File: src/rtl/ps2_kbd_tx.sv
// Device-side PS/2 keyboard transmitter.
// Accepts one ASCII character per valid/ready handshake, looks up its set-2
// make code and sends the keystroke (make, F0, make) as three device-to-host
// frames. Each frame is 11 bits: start 0, data LSB first, odd parity, stop 1.
// ps2_data changes at the start of a bit's high clock phase, so it is stable
// across the falling edge where the host samples it.
// Handshake: a character is taken on a rising edge where in_valid and in_ready
// are both high. in_ready is high exactly when busy is low. in_valid is
// ignored while busy.
module ps2_kbd_tx #(
    parameter int CLK_HALF  = 50,
    parameter int FRAME_GAP = 100
) (
    input  logic       clk,
    input  logic       rst,
    input  logic       in_valid,
    input  logic [7:0] in_ascii,
    output logic       in_ready,
    output logic       busy,
    output logic       err,
    output logic       ps2_clk,
    output logic       ps2_data
);

    localparam int HW = (CLK_HALF > 1) ? $clog2(CLK_HALF) : 1;
    localparam int GW = (FRAME_GAP > 1) ? $clog2(FRAME_GAP) : 1;
    localparam logic [HW-1:0] HALF_LAST = HW'(CLK_HALF - 1);
    localparam logic [GW-1:0] GAP_LAST  = GW'(FRAME_GAP - 1);
    localparam logic [3:0]    BIT_LAST  = 4'd10;
    localparam logic [1:0]    FRAME_LAST = 2'd2;

    typedef enum logic [1:0] {
        ST_IDLE  = 2'd0,
        ST_SHIFT = 2'd1,
        ST_GAP   = 2'd2
    } state_t;

    // Returns {mapped, make_code} for an ASCII character.
    function automatic logic [8:0] map_ascii(input logic [7:0] a);
        logic [8:0] r;
        r = 9'h000;
        case (a)
            8'h51: r = {1'b1, 8'h15};  // Q
            8'h57: r = {1'b1, 8'h1D};  // W
            8'h45: r = {1'b1, 8'h24};  // E
            8'h52: r = {1'b1, 8'h2D};  // R
            8'h54: r = {1'b1, 8'h2C};  // T
            8'h59: r = {1'b1, 8'h35};  // Y
            8'h55: r = {1'b1, 8'h3C};  // U
            8'h49: r = {1'b1, 8'h43};  // I
            8'h4F: r = {1'b1, 8'h44};  // O
            8'h50: r = {1'b1, 8'h4D};  // P
            8'h5B: r = {1'b1, 8'h54};  // [
            8'h5D: r = {1'b1, 8'h5B};  // ]
            8'h41: r = {1'b1, 8'h1C};  // A
            8'h53: r = {1'b1, 8'h1B};  // S
            8'h44: r = {1'b1, 8'h23};  // D
            8'h46: r = {1'b1, 8'h2B};  // F
            8'h47: r = {1'b1, 8'h34};  // G
            8'h48: r = {1'b1, 8'h33};  // H
            8'h4A: r = {1'b1, 8'h3B};  // J
            8'h4B: r = {1'b1, 8'h42};  // K
            8'h4C: r = {1'b1, 8'h4B};  // L
            8'h3B: r = {1'b1, 8'h4C};  // ;
            8'h22: r = {1'b1, 8'h52};  // "
            8'h5A: r = {1'b1, 8'h1A};  // Z
            8'h58: r = {1'b1, 8'h22};  // X
            8'h43: r = {1'b1, 8'h21};  // C
            8'h56: r = {1'b1, 8'h2A};  // V
            8'h42: r = {1'b1, 8'h32};  // B
            8'h4E: r = {1'b1, 8'h31};  // N
            8'h4D: r = {1'b1, 8'h3A};  // M
            8'h2C: r = {1'b1, 8'h41};  // ,
            8'h2E: r = {1'b1, 8'h49};  // .
            8'h2F: r = {1'b1, 8'h4A};  // /
            8'h20: r = {1'b1, 8'h29};  // space
            default: r = 9'h000;
        endcase
        return r;
    endfunction

    // Line level for bit position idx (0 = start .. 10 = stop) of a frame.
    function automatic logic frame_bit(input logic [3:0] idx, input logic [7:0] b);
        logic v;
        v = 1'b1;
        if (idx == 4'd0) begin
            v = 1'b0;
        end else if (idx <= 4'd8) begin
            v = b[3'(idx - 4'd1)];
        end else if (idx == 4'd9) begin
            v = ~^b;
        end
        return v;
    endfunction

    state_t        state_q, state_n;
    logic [1:0]    frame_q, frame_n;
    logic [3:0]    bit_q, bit_n;
    logic          phase_q, phase_n;   // 0: clock high half, 1: clock low half
    logic [HW-1:0] half_q, half_n;
    logic [GW-1:0] gap_q, gap_n;
    logic [7:0]    code_q, code_n;
    logic          clk_q, clk_n;
    logic          data_q, data_n;
    logic          busy_q, busy_n;
    logic          ready_q, ready_n;
    logic          err_q, err_n;

    logic [8:0]    map_w;
    logic [7:0]    byte_w;

    assign map_w  = map_ascii(in_ascii);
    // Frame 1 is the break prefix; frames 0 and 2 carry the make code.
    assign byte_w = (frame_q == 2'd1) ? 8'hF0 : code_q;

    // State and registered outputs; reset forces idle lines at once.
    always_ff @(posedge clk or posedge rst) begin
        if (rst) begin
            state_q <= ST_IDLE;
            frame_q <= 2'd0;
            bit_q   <= 4'd0;
            phase_q <= 1'b0;
            half_q  <= '0;
            gap_q   <= '0;
            code_q  <= 8'h00;
            clk_q   <= 1'b1;
            data_q  <= 1'b1;
            busy_q  <= 1'b0;
            ready_q <= 1'b1;
            err_q   <= 1'b0;
        end else begin
            state_q <= state_n;
            frame_q <= frame_n;
            bit_q   <= bit_n;
            phase_q <= phase_n;
            half_q  <= half_n;
            gap_q   <= gap_n;
            code_q  <= code_n;
            clk_q   <= clk_n;
            data_q  <= data_n;
            busy_q  <= busy_n;
            ready_q <= ready_n;
            err_q   <= err_n;
        end
    end

    // Next-state and next-output logic for the keystroke sequencer.
    always_comb begin
        state_n = state_q;
        frame_n = frame_q;
        bit_n   = bit_q;
        phase_n = phase_q;
        half_n  = half_q;
        gap_n   = gap_q;
        code_n  = code_q;
        clk_n   = clk_q;
        data_n  = data_q;
        busy_n  = busy_q;
        ready_n = ready_q;
        err_n   = 1'b0;

        case (state_q)
            ST_IDLE: begin
                clk_n  = 1'b1;
                data_n = 1'b1;
                if (in_valid && ready_q) begin
                    if (map_w[8]) begin
                        state_n = ST_SHIFT;
                        code_n  = map_w[7:0];
                        frame_n = 2'd0;
                        bit_n   = 4'd0;
                        phase_n = 1'b0;
                        half_n  = '0;
                        data_n  = 1'b0;
                        busy_n  = 1'b1;
                    end else begin
                        err_n = 1'b1;
                    end
                end
            end

            ST_SHIFT: begin
                if (half_q == HALF_LAST) begin
                    half_n = '0;
                    if (!phase_q) begin
                        phase_n = 1'b1;
                        clk_n   = 1'b0;
                    end else begin
                        phase_n = 1'b0;
                        clk_n   = 1'b1;
                        if (bit_q == BIT_LAST) begin
                            state_n = ST_GAP;
                            bit_n   = 4'd0;
                            gap_n   = '0;
                            data_n  = 1'b1;
                        end else begin
                            bit_n  = bit_q + 4'd1;
                            data_n = frame_bit(bit_q + 4'd1, byte_w);
                        end
                    end
                end else begin
                    half_n = half_q + 1'b1;
                end
            end

            ST_GAP: begin
                clk_n  = 1'b1;
                data_n = 1'b1;
                half_n = '0;
                bit_n  = 4'd0;
                if (gap_q == GAP_LAST) begin
                    gap_n = '0;
                    if (frame_q == FRAME_LAST) begin
                        state_n = ST_IDLE;
                        frame_n = 2'd0;
                        busy_n  = 1'b0;
                    end else begin
                        state_n = ST_SHIFT;
                        frame_n = frame_q + 2'd1;
                        phase_n = 1'b0;
                        data_n  = 1'b0;
                    end
                end else begin
                    gap_n = gap_q + 1'b1;
                end
            end

            default: begin
                state_n = ST_IDLE;
                clk_n   = 1'b1;
                data_n  = 1'b1;
                busy_n  = 1'b0;
            end
        endcase

        ready_n = ~busy_n;
    end

    assign in_ready = ready_q;
    assign busy     = busy_q;
    assign err      = err_q;
    assign ps2_clk  = clk_q;
    assign ps2_data = data_q;

endmodule

File: config.mk
export PLATFORM = sky130hd
export DESIGN_NAME = ps2_kbd_tx
export DESIGN_NICKNAME = d
export VERILOG_FILES = /design/src/rtl/ps2_kbd_tx.sv
export SDC_FILE = /design/constraint.sdc
export NUM_CORES = 1
export LEC_CHECK = 0
export ABC_AREA = 1
export BUFFER_PORTS_ARGS = -buffer_cell sky130_fd_sc_hd__buf_4
export CAP_MARGIN = 10
export CORE_ASPECT_RATIO = 1.1
export CORE_MARGIN = 2
export CORE_UTILIZATION = 40
export DETAILED_ROUTE_END_ITERATION = 12
export GPL_TIMING_DRIVEN = 0
export SYNTH_ARGS = -nofsm -noshare
export SYNTH_HDL_FRONTEND = slang
export SYNTH_SLANG_ARGS = --single-unit
File: constraint.sdc
create_clock -name clk -period 3.3 [get_ports clk]
set_input_delay 0.495 -clock clk [delete_from_list [all_inputs] [get_ports clk]]
set_output_delay 0.495 -clock clk [all_outputs]
set_load 0.005 [all_outputs]
==> run metrics, run 1 <==
status=completed; fin crit share=0.571; gr ovfl total=0; met2 GRT Util=0.298; final hold violations=0; critical path class=input port to flop; post-synthesis cell area=0.00262 mm^2; GRT met3 Usage=0.0313; vias per cell=5.33; multi-input logic area=0.00154 mm^2; Worst-Skew Late Latency=290 ps; clock buffer depth=2; setup TNS=0 ps; Pwr per Cell Area=275 mW/mm^2; clock skew=10.6 ps; worst IR drop on VDD=0.157 mV; setup repair bufs after CTS=0; TritonCTS clock tree=yes; Finish-stage setup viols=0; row cnt=30; Slew Viols, Final=0; Post-synth EDFFs=0; largest net degree at the start of global routing=20; initial drt markers=137; initial antenna violation count=0; htree depth=2; Residual DRC=0; width of the die=81.2 um; Clock Tree Root=clkbuf_8; DRT Pass-1 Iters=4; sequential area share after synthesis=0.326; met1 usage=0.256; Hold Path Class=input port to async pin; # port buffers=15; Total Wirelength=6.12 mm; overall routing resource usage=0.188; fmax=530 MHz; dominant synthesized flop cell=dfrtp_1; antenna viol nets, final=0; FF+latch count, synth=34; placer congestion estimate=0.929; Synth warnings=0; Syn Inst Count=365; final net count=414; busiest grt layer=met2; hold_buf cts=0; Mapped Nets=391; Critical Path End Type=flop; relative slew slack=0.470; FFs w/ async S/R, synth=1.00; Post-CTS Resized=0; die area=0.00722 mm^2; Slew @ Worst Pin=794 ps; clk sinks=34; crit-path max FO=7; critical path arrival=2120 ps; DP HPWL=4.88 mm; total number of vias=2498; Antenna Cells=0; fin crit period=1890 ps; vias in the first global route=2378; post-synthesis area per instance=7.18 um^2; I/O pin count=16; RSZ-0062 raised after global routing=no; fillers=643; WL/cell=13.0 um; leakage power total=1.47 nW; Core ar.=0.00627 mm^2; global-route wire length before repair=10.7 mm; Worst Setup Start Kind=input port; Total Power=811 uW; Critical Path RT=3530 ps; Max-cap violations=0; Num CTS Buffers=5; Area growth syn-to-layout=12.3%; Die Ht=88.9 um; Initial Util=0.418; Storage cell area=855 um^2; Unique masters post-synth=42; layout cell share with drive strength beyond 1=0.159; Clk pin slew, worst setup/hold paths=80 ps
[layout make-up]
class                           instances  share of cell area
Inverter                               54              0.0697
Clock buffer                            6              0.0246
Buffer                                  3             0.00722
Clock inverter                          2             0.00340
Timing Repair Buffer                   16              0.0476
Tap cell                               80              0.0340
Sequential cell                        34               0.290
Multi-Input combinational cell        274               0.523
[placed cells by master (no fill, tap or decap), drive strengths merged, types with 3 or more instances in the layout]
| cell | synthesis | final |
|---|---|---|
| a21oi | 20 | 20 |
| nand4 | 11 | 11 |
| nand3 | 38 | 38 |
| o22ai | 5 | 5 |
| a31oi | 5 | 5 |
| clkbuf | 0 | 6 |
| nand2 | 88 | 88 |
| inv | 54 | 54 |
| dfrtp | 31 | 31 |
| xor2 | 5 | 5 |
| nor3 | 5 | 5 |
| buf | 3 | 19 |
| o21ai | 34 | 34 |
| ha | 15 | 15 |
| nor2 | 32 | 32 |
| dfstp | 3 | 3 |
[report_power, final]
part	total (mW)	switching [mW]	internal, mW
sequential	0.417	0	0.417
clock	0.293	0.147	0.146
combinational	0.101	0.0660	0.0347
[cell families after synthesis]
| logic type | synth area share |
|---|---|
| AO/OA/AOI/OAI | 0.171 |
| adder cells (fa/ha/maj) | 0.0716 |
| AND/OR/NAND/NOR | 0.329 |
| XOR/XNOR | 0.0167 |
| buffers and inverters | 0.0864 |
| flip-flops | 0.326 |
[sequential cells by signal (all words and copies together), names as in the netlist]
register / count
bit_q: 4
busy: 1
code_q: 7
err: 1
frame_q: 2
gap_q: 7
half_q: 6
in_ready: 1
phase_q: 1
ps2_clk: 1
ps2_data: 1
state_q: 2
[path summary, 6_finish.rpt]
check,from,to,slack [ps],depth (start not counted)
worst max-delay path,in_ascii[1],ps2_data$_DFFE_PP1P_,1410,12
max in group asynchronous,rst,in_ready$_DFF_PP1_,2300,3
worst max register to register,half_q[1]$_DFFE_PP0P_,ps2_data$_DFFE_PP1P_,1470,11
min in group clk,busy$_DFF_PP0_,in_ready$_DFF_PP1_,460,1
worst min-delay path,rst,gap_q[5]$_DFFE_PP0P_,360,2
worst min register to register,busy$_DFF_PP0_,in_ready$_DFF_PP1_,460,1
[synth_stat cells (3+ instances only)]
cell,instances,share of area
nand2_1,83,0.12
inv_1,42,0.060
nand3_1,33,0.063
dfrtp_1,31,0.30
nor2_1,29,0.042
o21ai_0,26,0.050
a21oi_1,17,0.032
ha_1,15,0.072
inv_2,11,0.016
nand4_1,9,0.021
o21ai_1,7,0.013
a31oi_1,5,0.012
nand2_2,5,0.012
nor3_1,5,0.0095
o22ai_1,5,0.012
xor2_1,5,0.017
nand3_2,4,0.015
dfstp_2,3,0.030
[metal layers]
| layer | vias up | part of all wire |
|---|---|---|
| met2 | 68 | 0.46 |
| met1 | 1144 | 0.48 |
| met4 | 0 | 0.024 |
| li1 | 1270 | - |
| met5 | - | 0 |
| met3 | 16 | 0.044 |
[stage by stage]
step	instance area, um^2	std cells	worst slack (ps)	hold WS, ps	utilization
2_1_floorplan	2620	365	1630	426	-
4_1_cts	2950	469	1450	386	0.470
3_5_place_dp	2860	461	1150	455	0.457
3_3_place_gp	2840	460	1150	449	0.452
5_1_grt	2950	469	1320	431	0.470
6_report	2950	469	1410	357	0.470
[critical path: stages]
cell     delay, ps
buf_4          140
inv_1          190
ha_1           220
inv_1           90
nand4_1        110
nand3_2        130
nand3_2        120
nand3_1        170
nor2_1         240
nand3_1        100
nand2_1         60
inv_1           30
Note: power is estimated with default switching activity, not from simulation.
==> run 2, diff against run 1 <==
--- a/config.mk
+++ b/config.mk
@@ -5,7 +5,7 @@
 export SDC_FILE = /design/constraint.sdc
 export NUM_CORES = 1
 export LEC_CHECK = 0
-export ABC_AREA = 1
+export ABC_AREA = 0
 export BUFFER_PORTS_ARGS = -buffer_cell sky130_fd_sc_hd__buf_4
 export CAP_MARGIN = 10
 export CORE_ASPECT_RATIO = 1.1
==> constraint.sdc (replaced) <==
create_clock -name clk -period 1.6 [get_ports clk]
set_input_delay 0.24 -clock clk [delete_from_list [all_inputs] [get_ports clk]]
set_output_delay 0.24 -clock clk [all_outputs]
set_load 0.005 [all_outputs]
==> run metrics, run 2 <==
post-synthesis cell area=0.00266 mm^2 (was 0.00262 mm^2); most common cell after layout, fill and taps aside=buf_4 (was nand2_1); Unique masters post-synth=62 (was 42); worst IR drop on VDD=0.574 mV (was 0.157 mV); fin crit share=1.10; multi-input logic area=0.00209 mm^2 (was 0.00154 mm^2); Total Wirelength=7.31 mm (was 6.12 mm); Worst-Skew Late Latency=300 ps (was 290 ps); final setup margin=-153 ps (was 1410 ps); Cells after DPL=407 (was 461); most frequent cell after synthesis=nand2_1 (unchanged); crit-path max FO=5 (was 7); dominant synthesized flop cell=dfrtp_1 (unchanged); # port buffers=14 (was 15); vias per cell=5.79 (was 5.33); Area growth syn-to-layout=42.8% (was 12.3%); placer congestion estimate=0.894 (was 0.929); worst r2r src=bit_q[0]$_DFFE_PP0P_ (was half_q[1]$_DFFE_PP0P_); Total Power=3.58 mW (was 811 uW); clock skew=12.6 ps (was 10.6 ps); total number of vias=2611 (was 2498); failing checks=negative setup slack; WL/cell=16.2 um (was 13.0 um); Critical Path RT=1830 ps (was 3530 ps); Sw Share=0.378 (was 0.263); I/O pin count=16 (unchanged); layout cell share with drive strength beyond 1=0.388 (was 0.159); Storage cell area=862 um^2 (was 855 um^2); critical path arrival=1980 ps (was 2120 ps); worst hold margin=32.7 ps (was 357 ps); part of the power in registers=0.372 (was 0.514); Clk pin slew, worst setup/hold paths=80 ps (about the same); RSZ-0062 raised after global routing=yes (was no); FFs w/ async S/R, synth=1.00 (unchanged); clk sinks=34 (unchanged); Num CTS Buffers=5 (unchanged); Reg2Reg Setup Slack=-150 ps (was 1470 ps); Initial Util=0.408 (was 0.418); initial drt markers=134 (was 137); pre-CTS setup slack=-479 ps (was 1150 ps); leakage power total=1.57 nW (was 1.47 nW); gr ovfl total=0 (unchanged); final net count=394 (was 414); fmax=570 MHz; DP HPWL=4.57 mm (was 4.88 mm); overall routing resource usage=0.199 (was 0.188); antenna viol nets, final=0 (unchanged); share of the synthesized area in the top cell type=0.292 (was 0.296); relative slew slack=0.562 (was 0.470); Slew Viols, Final=0 (unchanged); setup TNS=-1100 ps (was 0 ps); sequential area share after synthesis=0.321 (was 0.326); synth cell count leaders=nand2_1 (35), dfrtp_1 (31), o21ai_0 (24) (was nand2_1 (83), inv_1 (42), nand3_1 (33)); htree depth=2 (unchanged); clock buffer depth=2 (unchanged); post-synth top area cell=dfrtp_1 (unchanged); Die Ht=89.5 um (was 88.9 um); Internal=2.22 mW (was 598 uW); vias in the first global route=2400 (was 2378); Area contributors post-synth=dfrtp_1 (29%), ha_1 (7.1%), nand2_1 (4.9%), o21ai_0 (4.5%), nand3_1 (3.4%) (was dfrtp_1 (30%), nand2_1 (12%), ha_1 (7.2%), nand3_1 (6.3%), inv_1 (6.0%)); largest registers=code_q x7, gap_q x7, half_q x6 (unchanged); final hold violations=0 (unchanged); Antenna Cells=0 (unchanged); Core ar.=0.00652 mm^2 (was 0.00627 mm^2); Synth warnings=0 (unchanged); hold_buf cts=0 (unchanged); initial antenna violation count=0 (unchanged); Clock Tree Root=clkbuf_8 (unchanged); Hold Path Class=input port to async pin (unchanged); TritonCTS clock tree=yes (unchanged); final std cells w/o fill=451 (was 469); critical path class=flop to flop (was input port to flop); most frequent cells in the layout=buf_4 (45), nand2_1 (32), dfrtp_1 (25) (was nand2_1 (83), inv_1 (42), nand3_1 (33)); row cnt=31 (was 30); Pwr per Cell Area=942 mW/mm^2 (was 275 mW/mm^2); Max-cap violations=0 (unchanged); DRT Pass-1 Iters=4 (unchanged); NetSw=1.35 mW (was 213 uW); logic gate share of total power=0.436 (was 0.124); fin crit period=1750 ps; fillers=570 (was 643); worst r2r path cells=6 (was 11); width of the die=81.7 um (was 81.2 um); Residual DRC=0 (unchanged); worst flop-to-flop path endpoint=ps2_data$_DFFE_PP1P_ (unchanged); global-route wire length before repair=11.4 mm (was 10.7 mm); die area=0.00732 mm^2 (was 0.00722 mm^2); post-synthesis area per instance=8.58 um^2 (was 7.18 um^2); Finish-stage setup viols=17 (was 0); Critical Path End Type=flop (unchanged); Post-synth EDFFs=0 (unchanged); status=complete, but fails checks (was completed); Slew @ Worst Pin=656 ps (was 794 ps); Mapped Nets=336 (was 391); largest net degree at the start of global routing=21 (was 20); Worst Setup Start Kind=flop (was input port); FF+latch count, synth=34 (unchanged); Syn Inst Count=310 (was 365); clock power share=0.192 (was 0.362)
## run 2: changes by cell type in the layout (fill, tap and decap cells not counted), moves of 10 or more
cell     before  now
o21ai_0      26    8
ha_1         15    5
inv_1        42    6
buf_4        15   45
nor2_1       29   13
inv_2        11    1
nand2_1      83   32
nand3_1      33   13
## run 2: worst max path at each step
stage,cells past startpoint,from,slack [ps],endpoint
detailed placement,7,in_ascii[0],-480,code_q[4]$_DFFE_PP0P_
global route,7,gap_q[0]$_DFFE_PP0P_,-250,phase_q$_DFFE_PP0P_
finish,6,bit_q[0]$_DFFE_PP0P_,-150,ps2_data$_DFFE_PP1P_
CTS,8,gap_q[0]$_DFFE_PP0P_,-150,phase_q$_DFFE_PP0P_
floorplan,7,gap_q[1]$_DFFE_PP0P_,-160,phase_q$_DFFE_PP0P_
global placement,7,in_ascii[0],-490,code_q[0]$_DFFE_PP0P_
## run 2: layout make-up
cell class	count	area share
clock buffer	6	0.0218
inverter	10	0.0148
multi-input combinational	247	0.549
tap	82	0.0270
timing repair buffer	53	0.129
buffer	17	0.0280
sequential	34	0.227
clock inverter	2	0.00330
## run 2: power by group through the flow
stage          Combinational (mW)  Clock [mW]  Sequential [mW]
5_1_grt                      1.73       0.728             1.37
3_3_place_gp                 1.16           0             1.29
2_1_floorplan               0.899           0             1.26
6_report                     1.56       0.687             1.33
3_5_place_dp                 1.19           0             1.30
4_1_cts                      1.41       0.691             1.30
## run 2: timing repair
| item | 4_1_cts | 5_1_grt |
|---|---|---|
| resized for setup | 66 | 50 |
| pin swaps | 15 | 32 |
| endpoints found under the setup margin | 29 | 30 |
| setup buffers | 22 | 14 |
| cloned | 1 | 1 |
| endpoints found under the hold margin | 0 | 0 |
## run 2: worst max-delay path, cell delays in order (launching register included)
cell	delay, ps
dfrtp_2	480
ha_4	190
a32o_1	200
a211o_1	330
nor3_2	220
a2111oi_2	60
a21o_1	210
## run 2: logic make-up (layout without fill, tap and decap cells)
| logic type | count (synthesis) | in the layout | share of synthesized area |
|---|---|---|---|
| adder cells (fa/ha/maj) | 15 | 15 | 0.0706 |
| flip-flops | 34 | 34 | 0.321 |
| buffers and inverters | 29 | 88 | 0.0504 |
| AND/OR/NAND/NOR | 121 | 121 | 0.241 |
| XOR/XNOR | 9 | 9 | 0.0296 |
| multiplexers | 6 | 6 | 0.0249 |
| AO/OA/AOI/OAI | 96 | 96 | 0.262 |
## run 2: routing by layer
metal	vias up	GRT usage	wire (um)
met5	-	0	0
met4	0	0.0606	78
met3	8	0.0273	261
met2	53	0.345	3700
met1	1290	0.257	3270
li1	1260	-	-
## run 2: through the flow
stage | cell area, um^2 | util
floorplan | 2720 | -
global placement | 2930 | 0.449
detailed placement | 2950 | 0.453
CTS | 3490 | 0.536
global route | 3800 | 0.583
finish | 3800 | 0.583
==> run 3, diff against run 2 <==
--- a/config.mk
+++ b/config.mk
@@ -13,6 +13,7 @@
 export CORE_UTILIZATION = 40
 export DETAILED_ROUTE_END_ITERATION = 12
 export GPL_TIMING_DRIVEN = 0
+export SETUP_SLACK_MARGIN = 0.3
 export SYNTH_ARGS = -nofsm -noshare
 export SYNTH_HDL_FRONTEND = slang
 export SYNTH_SLANG_ARGS = --single-unit
==> run metrics, run 3 (synthesized netlist as in run 2, its figures left out) <==
met1 usage=0.252 (was 0.257); Antenna Cells=0 (unchanged); gr ovfl total=0 (unchanged); fin crit share=1.12 (was 1.10); Max stage delay on crit path=390 ps (was 480 ps); width of the die=81.7 um (unchanged); worst r2r path cells=8 (was 6); Residual DRC=0 (unchanged); antenna viol nets, final=0 (unchanged); final std cells w/o fill=454 (was 451); leakage power total=1.60 nW (was 1.57 nW); final instance area=0.00382 mm^2 (was 0.00380 mm^2); Placed Area=0.00307 mm^2 (was 0.00295 mm^2); Buf+Inv Stages, Crit Path=2 (was 0); Num CTS Buffers=5 (unchanged); Critical Path RT=1770 ps (was 1830 ps); most common cell after layout, fill and taps aside=buf_4 (unchanged); relative slew slack=0.551 (was 0.562); Hold Path Class=input port to async pin (unchanged); post-layout util=0.586 (was 0.583); Worst Setup Start Kind=flop (unchanged); worst path cell trace=ha_4 -> nand4bb_1 -> or3b_1 -> buf_6 -> buf_4 -> and3_1 -> o21ai_1 -> o31ai_1 (was ha_4 -> a32o_1 -> a211o_1 -> nor3_2 -> a2111oi_2 -> a21o_1); worst IR drop on VDD=0.549 mV (was 0.574 mV); Finish-stage setup viols=18 (was 17); initial drt markers=111 (was 134); fmax=558 MHz (was 570 MHz); largest net degree at the start of global routing=21 (unchanged); crit-path max FO=5 (unchanged); clock skew=10.4 ps (was 12.6 ps); layout cell share with drive strength beyond 1=0.398 (was 0.388); met2 GRT Util=0.378 (was 0.345); initial antenna violation count=0 (unchanged); Worst-Skew Late Latency=290 ps (was 300 ps); Core ar.=0.00652 mm^2 (unchanged); Initial Util=0.408 (unchanged); Area growth syn-to-layout=43.7% (was 42.8%); cell family with most CP delay=simple AND/OR/NAND/NOR gates (was compound AO/OA/AOI/OAI gates); placer congestion estimate=0.930 (was 0.894); Pwr per Cell Area=983 mW/mm^2 (was 942 mW/mm^2); final hold violations=0 (unchanged); Slew @ Worst Pin=673 ps (was 656 ps); # port buffers=14 (unchanged); worst flop-to-flop path endpoint=gap_q[3]$_DFFE_PP0P_ (was ps2_data$_DFFE_PP1P_); pre-CTS setup slack=-485 ps (was -479 ps); GRT met3 Usage=0.0263 (was 0.0273); Clock Tree Root=clkbuf_8 (unchanged); Reg2Reg Setup Slack=-190 ps (was -150 ps); slowest stage cell, crit path=dfrtp_2 (unchanged); Max-cap violations=0 (unchanged); vias in the first global route=2540 (was 2400); failing checks=negative setup slack (unchanged); most frequent cells in the layout=buf_4 (43), nand2_1 (31), dfrtp_1 (26) (was buf_4 (45), nand2_1 (32), dfrtp_1 (25)); WP depth=8 (was 6); Slew Viols, Final=0 (unchanged); I/O pin count=16 (unchanged); DP HPWL=4.69 mm (was 4.57 mm); global-route wire length before repair=12.0 mm (was 11.4 mm); vias per cell=5.79 (about the same); htree depth=2 (unchanged); final net count=397 (was 394); fin crit period=1790 ps (was 1750 ps); row cnt=31 (unchanged); Cells after DPL=407 (unchanged); overall routing resource usage=0.209 (was 0.199); status=complete, but fails checks (unchanged); TritonCTS clock tree=yes (unchanged); busiest grt layer=met2 (unchanged); critical path arrival=1960 ps (was 1980 ps); critical path class=flop to flop (unchanged); clk sinks=34 (unchanged); RSZ-0062 raised after global routing=yes (unchanged); worst r2r src=gap_q[0]$_DFFE_PP0P_ (was bit_q[0]$_DFFE_PP0P_); DRT Pass-1 Iters=4 (unchanged); final setup margin=-193 ps (was -153 ps); Critical Path End Type=flop (unchanged); Die Ht=89.5 um (unchanged); clock buffer depth=2 (unchanged); WL/cell=16.0 um (was 16.2 um); Clk pin slew, worst setup/hold paths=70 ps (was 80 ps); Total Wirelength=7.26 mm (was 7.31 mm); worst setup path endpoint=gap_q[3]$_DFFE_PP0P_ (was ps2_data$_DFFE_PP1P_); die area=0.00732 mm^2 (unchanged); largest registers=code_q x7, gap_q x7, half_q x6 (unchanged); total number of vias=2627 (was 2611); Worst Setup SP=gap_q[0]$_DFFE_PP0P_ (was bit_q[0]$_DFFE_PP0P_)
run 3: changes by cell type in the layout (fill, tap and decap cells not counted), sizes merged:
cell	before	now
buf	62	65
bufinv	0	1
clkbuf	14	15
clkinv	2	1
clkinvlp	2	1
run 3: area by class of cell:
class                   instances  area [um^2]
flip-flops and latches         34          861
fillers                       575         2700
clock inverters                 1         30.0
plain buffers                  19          131
multi-input cells             247         2060
repair buffers                 54          502
clock buffers                   7         76.3
well taps                      82          103
inverters                      10         58.8
run 3: worst min path at each step:
| stage | start | to | slack, ps | cells past startpoint |
|---|---|---|---|---|
| 2_1_floorplan | rst | bit_q[0]$_DFFE_PP0P_ | 380 | 1 |
| 3_5_place_dp | rst | gap_q[0]$_DFFE_PP0P_ | 380 | 2 |
| 5_1_grt | rst | half_q[1]$_DFFE_PP0P_ | 110 | 2 |
| 6_report | rst | gap_q[3]$_DFFE_PP0P_ | 50 | 2 |
| 4_1_cts | rst | gap_q[3]$_DFFE_PP0P_ | 60 | 2 |
| 3_3_place_gp | busy$_DFF_PP0_ | in_ready$_DFF_PP1_ | 490 | 1 |
run 3: power breakdown:
part | total (mW) | leakage [nW] | internal, mW | switching [mW]
clock | 0.781 | 0.0524 | 0.466 | 0.314
sequential | 1.32 | 0.434 | 1.09 | 0.232
combinational | 1.65 | 1.12 | 0.849 | 0.805
run 3: routing by layer:
layer	wire length, um	up-vias	part of all wire
met4	101	0	0.014
met5	0	-	0
li1	-	1264	-
met3	236	10	0.033
met2	3840	75	0.53
met1	3080	1278	0.42
run 3: metrics by stage:
stage               TNS (ps)  total power [mW]  hold slack (ps)
global route           -3320              4.01              108
finish                 -1390              3.76             48.3
detailed placement     -9490              2.56              380
floorplan               -760              2.23              379
global placement       -9370              2.54              485
CTS                     -979              3.61             59.3
run 3: timing repair:
item / 4_1_cts / 5_1_grt
endpoints found under the setup margin: 33 / 34
hold buffers: 0 / 0
gates resized for setup: 59 / 32
cloned: 1 / 0
setup buffers: 27 / 11
pin swaps: 20 / 16
